**src/rtl/square_channel_sequencer.sv**
```systemverilog
// Control unit for one square-wave voice: channel registers, 512 Hz frame sequencer,
// length counter, volume envelope and frequency sweep driving the tone generator.
module square_channel_sequencer #(
    parameter int FRAME_DIV = 8192
) (
    input  logic        I_BITCLK,
    input  logic        I_RESET,
    input  logic        I_WR_EN,
    input  logic [2:0]  I_WR_ADDR,
    input  logic [7:0]  I_WR_DATA,
    output logic [10:0] O_FREQUENCY,
    output logic [1:0]  O_DUTY_CYCLE,
    output logic [3:0]  O_VOLUME,
    output logic        O_WAVEFORM_EN,
    output logic [2:0]  O_FRAME_STEP
);

    localparam int DIV_W = (FRAME_DIV > 1) ? $clog2(FRAME_DIV) : 1;
    localparam logic [DIV_W-1:0] DIV_LAST = DIV_W'(FRAME_DIV - 1);

    localparam logic [1:0] S_IDLE    = 2'd0;
    localparam logic [1:0] S_CALC    = 2'd1;
    localparam logic [1:0] S_APPLY   = 2'd2;
    localparam logic [1:0] S_RECHECK = 2'd3;

    logic [DIV_W-1:0] div_cnt;
    logic [6:0]       nr10;
    logic [7:0]       nr12;
    logic [7:0]       nr13;
    logic             len_en;
    logic [2:0]       freq_hi;

    logic [6:0]       len_cnt;
    logic [2:0]       env_tmr;
    logic [10:0]      shadow;
    logic [3:0]       sw_tmr;
    logic             sw_en;
    logic [1:0]       sw_state;
    logic             check_only;
    logic [11:0]      nf_p1;

    logic wr_nr10, wr_nr11, wr_nr12, wr_nr13, wr_nr14, trigger;
    logic tick, tick_eff, len_tick, sw_tick, env_tick, dac_on;
    logic [2:0]  sw_period;
    logic        sw_neg;
    logic [2:0]  sw_shift;
    logic [11:0] recheck_nf;

    // Shadow +/- (shadow >> shift), one bit wider so overflow past 2047 is visible.
    function automatic logic [11:0] sweep_calc(input logic [10:0] f, input logic neg,
                                               input logic [2:0] sh);
        logic [11:0] base;
        logic [11:0] delta;
        base  = {1'b0, f};
        delta = base >> sh;
        return neg ? (base - delta) : (base + delta);
    endfunction

    function automatic logic [3:0] env_step(input logic [3:0] v, input logic up);
        if (up)
            return (v == 4'hF) ? v : v + 4'd1;
        else
            return (v == 4'h0) ? v : v - 4'd1;
    endfunction

    function automatic logic [3:0] sw_reload(input logic [2:0] p);
        return (p == 3'd0) ? 4'd8 : {1'b0, p};
    endfunction

    always_comb begin
        wr_nr10    = I_WR_EN && (I_WR_ADDR == 3'd0);
        wr_nr11    = I_WR_EN && (I_WR_ADDR == 3'd1);
        wr_nr12    = I_WR_EN && (I_WR_ADDR == 3'd2);
        wr_nr13    = I_WR_EN && (I_WR_ADDR == 3'd3);
        wr_nr14    = I_WR_EN && (I_WR_ADDR == 3'd4);
        trigger    = wr_nr14 && I_WR_DATA[7];
        tick       = (div_cnt == DIV_LAST);
        // A trigger swallows any tick landing in the same cycle.
        tick_eff   = tick && !trigger;
        len_tick   = tick_eff && !O_FRAME_STEP[0];
        sw_tick    = tick_eff && (O_FRAME_STEP[1:0] == 2'b10);
        env_tick   = tick_eff && (O_FRAME_STEP == 3'd7);
        dac_on     = |nr12[7:3];
        sw_period  = nr10[6:4];
        sw_neg     = nr10[3];
        sw_shift   = nr10[2:0];
        recheck_nf = sweep_calc(shadow, sw_neg, sw_shift);
    end

    always_ff @(posedge I_BITCLK or posedge I_RESET) begin
        if (I_RESET) begin
            div_cnt      <= '0;
            O_FRAME_STEP <= 3'd0;
        end else if (tick) begin
            div_cnt      <= '0;
            O_FRAME_STEP <= O_FRAME_STEP + 3'd1;
        end else begin
            div_cnt      <= div_cnt + DIV_W'(1);
        end
    end

    always_ff @(posedge I_BITCLK or posedge I_RESET) begin
        if (I_RESET) begin
            nr10         <= '0;
            nr12         <= '0;
            nr13         <= '0;
            len_en       <= 1'b0;
            freq_hi      <= '0;
            O_DUTY_CYCLE <= '0;
        end else begin
            if (wr_nr10) nr10 <= I_WR_DATA[6:0];
            if (wr_nr11) O_DUTY_CYCLE <= I_WR_DATA[7:6];
            if (wr_nr12) nr12 <= I_WR_DATA;
            if (wr_nr13) nr13 <= I_WR_DATA;
            if (wr_nr14) begin
                len_en  <= I_WR_DATA[6];
                freq_hi <= I_WR_DATA[2:0];
            end
        end
    end

    always_ff @(posedge I_BITCLK or posedge I_RESET) begin
        if (I_RESET) begin
            O_WAVEFORM_EN <= 1'b0;
            O_VOLUME      <= '0;
            O_FREQUENCY   <= '0;
            len_cnt       <= '0;
            env_tmr       <= '0;
            shadow        <= '0;
            sw_tmr        <= '0;
            sw_en         <= 1'b0;
            sw_state      <= S_IDLE;
            check_only    <= 1'b0;
            nf_p1         <= '0;
        end else begin
            if (wr_nr11)
                len_cnt <= 7'd64 - {1'b0, I_WR_DATA[5:0]};
            else if (len_tick && len_en && (len_cnt != 7'd0)) begin
                len_cnt <= len_cnt - 7'd1;
                if (len_cnt == 7'd1) O_WAVEFORM_EN <= 1'b0;
            end

            if (env_tick && (nr12[2:0] != 3'd0)) begin
                if (env_tmr <= 3'd1) begin
                    env_tmr  <= nr12[2:0];
                    O_VOLUME <= env_step(O_VOLUME, nr12[3]);
                end else begin
                    env_tmr  <= env_tmr - 3'd1;
                end
            end

            if (wr_nr13) O_FREQUENCY <= {freq_hi, I_WR_DATA};
            if (wr_nr14) O_FREQUENCY <= {I_WR_DATA[2:0], nr13};
            if (wr_nr12 && (I_WR_DATA[7:3] == 5'd0)) O_WAVEFORM_EN <= 1'b0;

            case (sw_state)
                S_IDLE: begin
                    if (sw_tick) begin
                        if (sw_tmr <= 4'd1) begin
                            sw_tmr <= sw_reload(sw_period);
                            if (sw_en && (sw_period != 3'd0)) begin
                                sw_state   <= S_CALC;
                                check_only <= 1'b0;
                            end
                        end else begin
                            sw_tmr <= sw_tmr - 4'd1;
                        end
                    end
                end
                // Stage p1: register the candidate frequency.
                S_CALC: begin
                    nf_p1    <= sweep_calc(shadow, sw_neg, sw_shift);
                    sw_state <= S_APPLY;
                end
                // Overflow test on p1; commit only for a full (non-trigger) sweep.
                S_APPLY: begin
                    if (nf_p1 > 12'd2047) begin
                        O_WAVEFORM_EN <= 1'b0;
                        sw_state      <= S_IDLE;
                    end else if (check_only) begin
                        sw_state <= S_IDLE;
                    end else begin
                        if (sw_shift != 3'd0) begin
                            shadow      <= nf_p1[10:0];
                            O_FREQUENCY <= nf_p1[10:0];
                        end
                        sw_state <= S_RECHECK;
                    end
                end
                default: begin
                    if (recheck_nf > 12'd2047) O_WAVEFORM_EN <= 1'b0;
                    sw_state <= S_IDLE;
                end
            endcase

            // Trigger is last so it overrides any in-flight sweep or tick effect.
            if (trigger) begin
                O_WAVEFORM_EN <= dac_on;
                if (len_cnt == 7'd0) len_cnt <= 7'd64;
                O_VOLUME <= nr12[7:4];
                env_tmr  <= nr12[2:0];
                shadow   <= {I_WR_DATA[2:0], nr13};
                sw_tmr   <= sw_reload(sw_period);
                sw_en    <= (sw_period != 3'd0) || (sw_shift != 3'd0);
                if (sw_shift != 3'd0) begin
                    sw_state   <= S_CALC;
                    check_only <= 1'b1;
                end else begin
                    sw_state   <= S_IDLE;
                end
            end
        end
    end

endmodule

```
**config.mk**
```make
export PLATFORM = sky130hd
export DESIGN_NAME = square_channel_sequencer
export DESIGN_NICKNAME = d
export VERILOG_FILES = /design/src/rtl/square_channel_sequencer.sv
export SDC_FILE = /design/constraint.sdc
export NUM_CORES = 1
export LEC_CHECK = 0
export ABC_AREA = 0
export BUFFER_PORTS_ARGS = -buffer_cell sky130_fd_sc_hd__buf_2
export CAP_MARGIN = 20
export CELL_PAD_IN_SITES_DETAIL_PLACEMENT = 0
export CELL_PAD_IN_SITES_GLOBAL_PLACEMENT = 2
export CORE_UTILIZATION = 30
export CTS_BUF_LIST = sky130_fd_sc_hd__clkbuf_16
export CTS_CLUSTER_DIAMETER = 40
export DETAILED_ROUTE_END_ITERATION = 8
export GPL_TIMING_DRIVEN = 0
export PLACE_DENSITY = 0.7
export SYNTH_ARGS = -nofsm -noshare
export SYNTH_HDL_FRONTEND = slang
export SYNTH_SLANG_ARGS = --single-unit
```
**constraint.sdc**
```tcl
create_clock -name I_BITCLK -period 6.3 [get_ports I_BITCLK]
set_input_delay 1.575 -clock I_BITCLK [delete_from_list [all_inputs] [get_ports I_BITCLK]]
set_output_delay 1.575 -clock I_BITCLK [all_outputs]
set_load 0.02 [all_outputs]
```
## Word level (Yosys, flattened, before mapping)

Cells that the tools add are included.

| word-level totals | value |
|---|---|
| bits in registers | 102 |
| bits of input ports | 14 |
| output and inout bits | 21 |
| word-level logic and storage cells | 145 |

| cells by class | value |
|---|---|
| $add $sub $neg | 10 |
| order comparisons | 4 |
| equal/unequal tests | 18 |
| shifts and indexed selects | 1 |
| mux-type cells | 53 |
| reduce and logical (&&, ||, !) cells | 40 |

Operators by type and width:

| kind | count |
|---|---|
| $mux 11 | 11 |
| $mux 4 | 11 |
| $mux 7 | 4 |
| $gt 12x11->1 const B | 2 |
| $logic_and 1x1->1 | 15 |
| $ne 3x3->1 const B | 5 |
| $mux 1 | 14 |
| $add 13x1->13 const B | 1 |
| $eq 13x13->1 const B | 1 |
| $mux 13 | 1 |
| $add 11x12->12 | 1 |
| $mux 12 | 1 |
| $mux 2 | 6 |
| $reduce_bool 2->1 | 6 |
| $shr 11x3->12 | 1 |
| $sub 11x12->12 | 1 |
| $mux 3 | 3 |
| $reduce_bool 3->1 | 3 |
| $reduce_and 4->1 | 2 |
| $sub 4x1->4 const B | 2 |
| $eq 7x1->1 const B | 1 |
| $logic_not 7->1 | 1 |
| $reduce_bool 7->1 | 1 |
| $sub 7x1->7 const B | 1 |
| 25 further kinds | 31 |

## Logic depth before layout (Yosys ltp)

| logic depth | value |
|---|---|
| depth in word-level cells | 14 |
| mapped depth | 19 |
| gate-level depth less buffers | 17 |

## Least setup slack after synthesis

No wires, ideal clock.

| path | value |
|---|---|
| path kind | register -> register |
| start | reg nr10[1] |
| end | reg O_WAVEFORM_EN |
| data arrival time | 3.302 ns |
| path slack | 2.929 ns |
| stages on the path, launching flop included | 20 |
| cells stage by stage | dfrtp_1 buf_6 buf_2 clkbuf_1 a211oi_1 a21o_1 o21a_1 ha_1 nand3_1 nor2_1 a21oi_1 o32a_1 ha_1 nand2_1 nor3_1 o41ai_1 a31oi_1 nor2_1 or3_1 nand3_1 |

| on the way | value |
|---|---|
| cells in the longest elaborated chain, start to end | 7 |
| elaborated cells between the ends (all ways) | 8 |
| classes of those cells | add/sub: 2; order compare: 1; shift: 1; mux: 4 |

Ends and longest elaborated chain:

| what | RTL line | text |
|---|---|---|
| start: declaration | 27 | `logic [6:0] nr10;` |
| start signal: assignment | 111 | `if (wr_nr10) nr10 <= I_WR_DATA[6:0];` |
| $shr 11x3->12 * | 55 | `delta = base >> sh;` |
| $add 11x12->12 or $sub 11x12->12 (tied branches) | 56 | `return neg ? (base - delta) : (base + delta);` |
| $mux 12 * | 56 |  |
| $gt 12x11->1 * | 191 | `if (recheck_nf > 12'd2047) O_WAVEFORM_EN <= 1'b0;` |
| $mux 1 * | 191 |  |
| $pmux 1 s2 * | 156 | `case (sw_state)` |
| $mux 1 * | 197 | `if (trigger) begin` |
| end signal: assignment | 198 | `O_WAVEFORM_EN <= dac_on;` |
| end: declaration | 14 | `output logic O_WAVEFORM_EN,` |

Every way passes the cells marked *; elsewhere a longest branch is shown, timed or not.
A chain may end at the register's enable or synchronous reset.

## Worst setup path in the final report

| path | value |
|---|---|
| start | reg nr10[0] |
| end | reg O_WAVEFORM_EN |

Same word-level chain as after synthesis.

==> flow_metrics.tcl <==
set metrics [dict create \
    rr_worst_depth 16 \
    layout_common_cells "nand2_1 (104), dfrtp_1 (102), o21ai_0 (56), nor2_1 (56), buf_2 (35)" \
    wirelength_um 17520 \
    p_leak_nw 3.065 \
    gp_congestion 0.7885 \
    stdcell_area_um2 6922 \
    startpoint_type "flip-flop" \
    ys.flop_type "dfrtp_1" \
    synth_cell_types 65 \
    maxCapViolations 0 \
    clock_sinks 102 \
    period_needed_ns 4.137 \
    avgSynthCellArea_um2 8.871 \
    synth-edff-count 0 \
    clk_pin_slew_ns 0.07 \
    yosys_warnings 0 \
    finClkSkew_ns 0.01205 \
    rsz0062_at_grt "false" \
    antenna_cells 0 \
    path_max_fanout 10 \
    worst_pin_slew_ns 0.7147 \
    rows 51 \
    postSynthCellCount 690 \
    outcome "finished clean" \
    die_area_um2 20980 \
    clock.fmax_ghz 0.2417 \
    worst_r2r_endpoint "O_WAVEFORM_EN" \
    path_class "reg2reg" \
    vias_per_cell 5.115 \
    fillers 2068 \
    root_buffer "clkbuf_16" \
    cp-end-kind "flip-flop" \
    drc_errors 0 \
    ys_seq_area_frac 0.4170 \
    worstPathRequired_ns 6.59 \
    maxSlewViolCount 0 \
    fp.dieW_um 144.8 \
    grt_pass1_wl_um 28810 \
    holdBufCountCts 0 \
    setup_violations 0 \
    power_density_nw_per_um2 383.2 \
    synth-async-reset-ratio 1.000 \
    holdPathStages 1 \
    r2r_start "nr10[0]" \
    htree_levels 3 \
    rrSetupSlack_ns 2.16 \
    fin_nets 775 \
    netlist_area_um2 6121 \
    fp.dieH_um 144.8 \
    hold_class "reg2reg" \
    setup_tns_ns 0 \
    dp_hpwl_um 12880 \
    routedWlPerCell_um 17.46 \
    vias 5130 \
    timing.max_slew.rel_slack 0.5235 \
    clk_latency_ns 0.35 \
    cp.arrival_ns 4.42 \
    grtUsageTotal 0.1826 \
    port_buffers 32 \
    synthesis.nets 731 \
    cts_made_buffers 9 \
    cts_resized 0 \
    final_cells 1003 \
    finalHoldViolations 0 \
    cts_tree "done" \
    drive_gt1_frac 0.1084 \
    grt_max_degree 62 \
    detail_route.iter0.violations 309 \
    grt_antenna_before_repair 0 \
    ir_drop_mv 0.1297 \
    io-pin-count 35 \
    grt_pass1_vias 5365 \
    dpl_cell_area_um2 6643 \
    worstHoldEndpoint "div_cnt[12]" \
    ys_seq_elements 102 \
    grt-ovfl-total 0 \
    final_common_cell "nand2_1" \
    start_util 0.3104 \
    area_growth_syn_to_layout_pct 13.08 \
    cts_buffer_depth 2 \
    drt_pass1_iterations 4 \
    ant_nets 0 \
    min_period_over_period 0.6567 \
    place_inst 988 \
    post_cts_buffers 0 \
    core_um2 19720 \
    hp-start "div_cnt[12]" \
]
==> metal layers <==
layer,vias up,global-route usage,share of wire
met3,14,0.02962,0.039
li1,2512,-,-
met2,84,0.3069,0.47
met5,-,0,0
met1,2520,0.2409,0.47
met4,0,0.05208,0.016
==> cells in the mapped netlist (3+ instances only) <==
cell type,instances,area [um^2]
a21oi_1,28,140.1
mux2i_1,9,90.09
o21ai_1,14,70.07
xor2_1,16,140.1
mux2_2,16,180.2
a21o_1,4,30.03
nor2b_1,10,62.56
o21a_1,9,67.56
and3_1,8,50.05
ha_1,25,312.8
a211oi_1,8,60.06
nand3b_1,4,30.03
nand3_1,24,120.1
and3b_1,3,26.28
o31ai_1,5,37.54
xnor2_1,20,175.2
o22a_1,3,26.28
clkbuf_1,30,112.6
inv_1,25,93.84
nor2_1,56,210.2
o21ai_0,56,280.3
nand2b_1,11,68.82
nor4_1,6,37.54
nor3_1,17,85.08
a31oi_1,18,112.6
or2_1,3,18.77
or3_1,6,37.54
nand4_1,3,18.77
nand2_1,104,390.4
buf_2,3,15.01
dfrtp_1,102,2552
==> power by group <==
part | leakage, nW | switching, mW | total (mW) | internal, mW
Sequential | 1.25 | 0.147 | 0.953 | 0.806
Combinational | 1.69 | 0.666 | 1.16 | 0.495
Clock | 0.134 | 0.266 | 0.539 | 0.273
==> worst max-delay path, stage by stage (launching register included) <==
cell	delay [ns]
dfrtp_1	0.44
clkbuf_1	0.42
buf_1	0.46
o21a_1	0.23
ha_1	0.21
nand3_1	0.15
nor2_1	0.16
a21oi_1	0.08
o32a_1	0.31
ha_1	0.38
nand2_1	0.08
nor3_1	0.14
o41ai_1	0.15
a31oi_1	0.32
nor2_1	0.11
or3_1	0.35
nand3_1	0.08
==> flip-flops by register name, indices dropped and copies added, names as in the netlist, 2 cells and up <==
name / count
O_FREQUENCY: 11
freq_hi: 3
O_VOLUME: 4
shadow: 11
sw_state: 2
nr12: 8
nf_p1: 12
env_tmr: 3
sw_tmr: 4
len_cnt: 7
O_DUTY_CYCLE: 2
nr10: 7
nr13: 8
div_cnt: 13
O_FRAME_STEP: 3
==> cell type report <==
cell class,instances,area (um^2),area share
clock buffers,9,225.2,0.03254
well taps,265,331.6,0.04790
inverters,25,96.34,0.01392
multi-input cells,526,3317,0.4792
clock inverters,6,53.80,0.007773
plain buffers,37,157.7,0.02278
repair buffers,33,187.7,0.02711
flip-flops and latches,102,2552,0.3688
==> cells by family (layout without fill, tap and decap cells) <==
family / count (synthesis) / count (layout) / synth area share
flip-flops: 102 / 102 / 0.4170
buffers and inverters: 62 / 110 / 0.04109
AO/OA/AOI/OAI: 169 / 169 / 0.1709
multiplexers: 30 / 30 / 0.05887
AND/OR/NAND/NOR: 264 / 264 / 0.2030
XOR/XNOR: 36 / 36 / 0.05151
adder cells (fa/ha/maj): 27 / 27 / 0.05765
==> how the worst max path moves through the flow <==
stage,end,cells after the start,start,slack (ns)
2_1_floorplan,O_DUTY_CYCLE[0],1,I_RESET,2.05
3_3_place_gp,O_DUTY_CYCLE[1],2,I_RESET,0.56
3_5_place_dp,O_WAVEFORM_EN,16,nr10[0],2.20
4_1_cts,O_WAVEFORM_EN,16,nr10[0],2.18
5_1_grt,O_WAVEFORM_EN,16,nr10[0],1.85
6_report,O_WAVEFORM_EN,16,nr10[0],2.16
==> stage by stage <==
step           setup slack, ns  power (mW)    util  hold WS, ns
5_1_grt                  1.854       2.875  0.3510       0.4975
2_1_floorplan            2.050       1.824       -       0.4379
6_report                 2.163       2.653  0.3510       0.4709
3_3_place_gp            0.5611       2.102  0.3354       0.4523
4_1_cts                  2.179       2.680  0.3510       0.4698
3_5_place_dp             2.197       2.128  0.3369       0.4546
(Power assumes the default switching activity.)
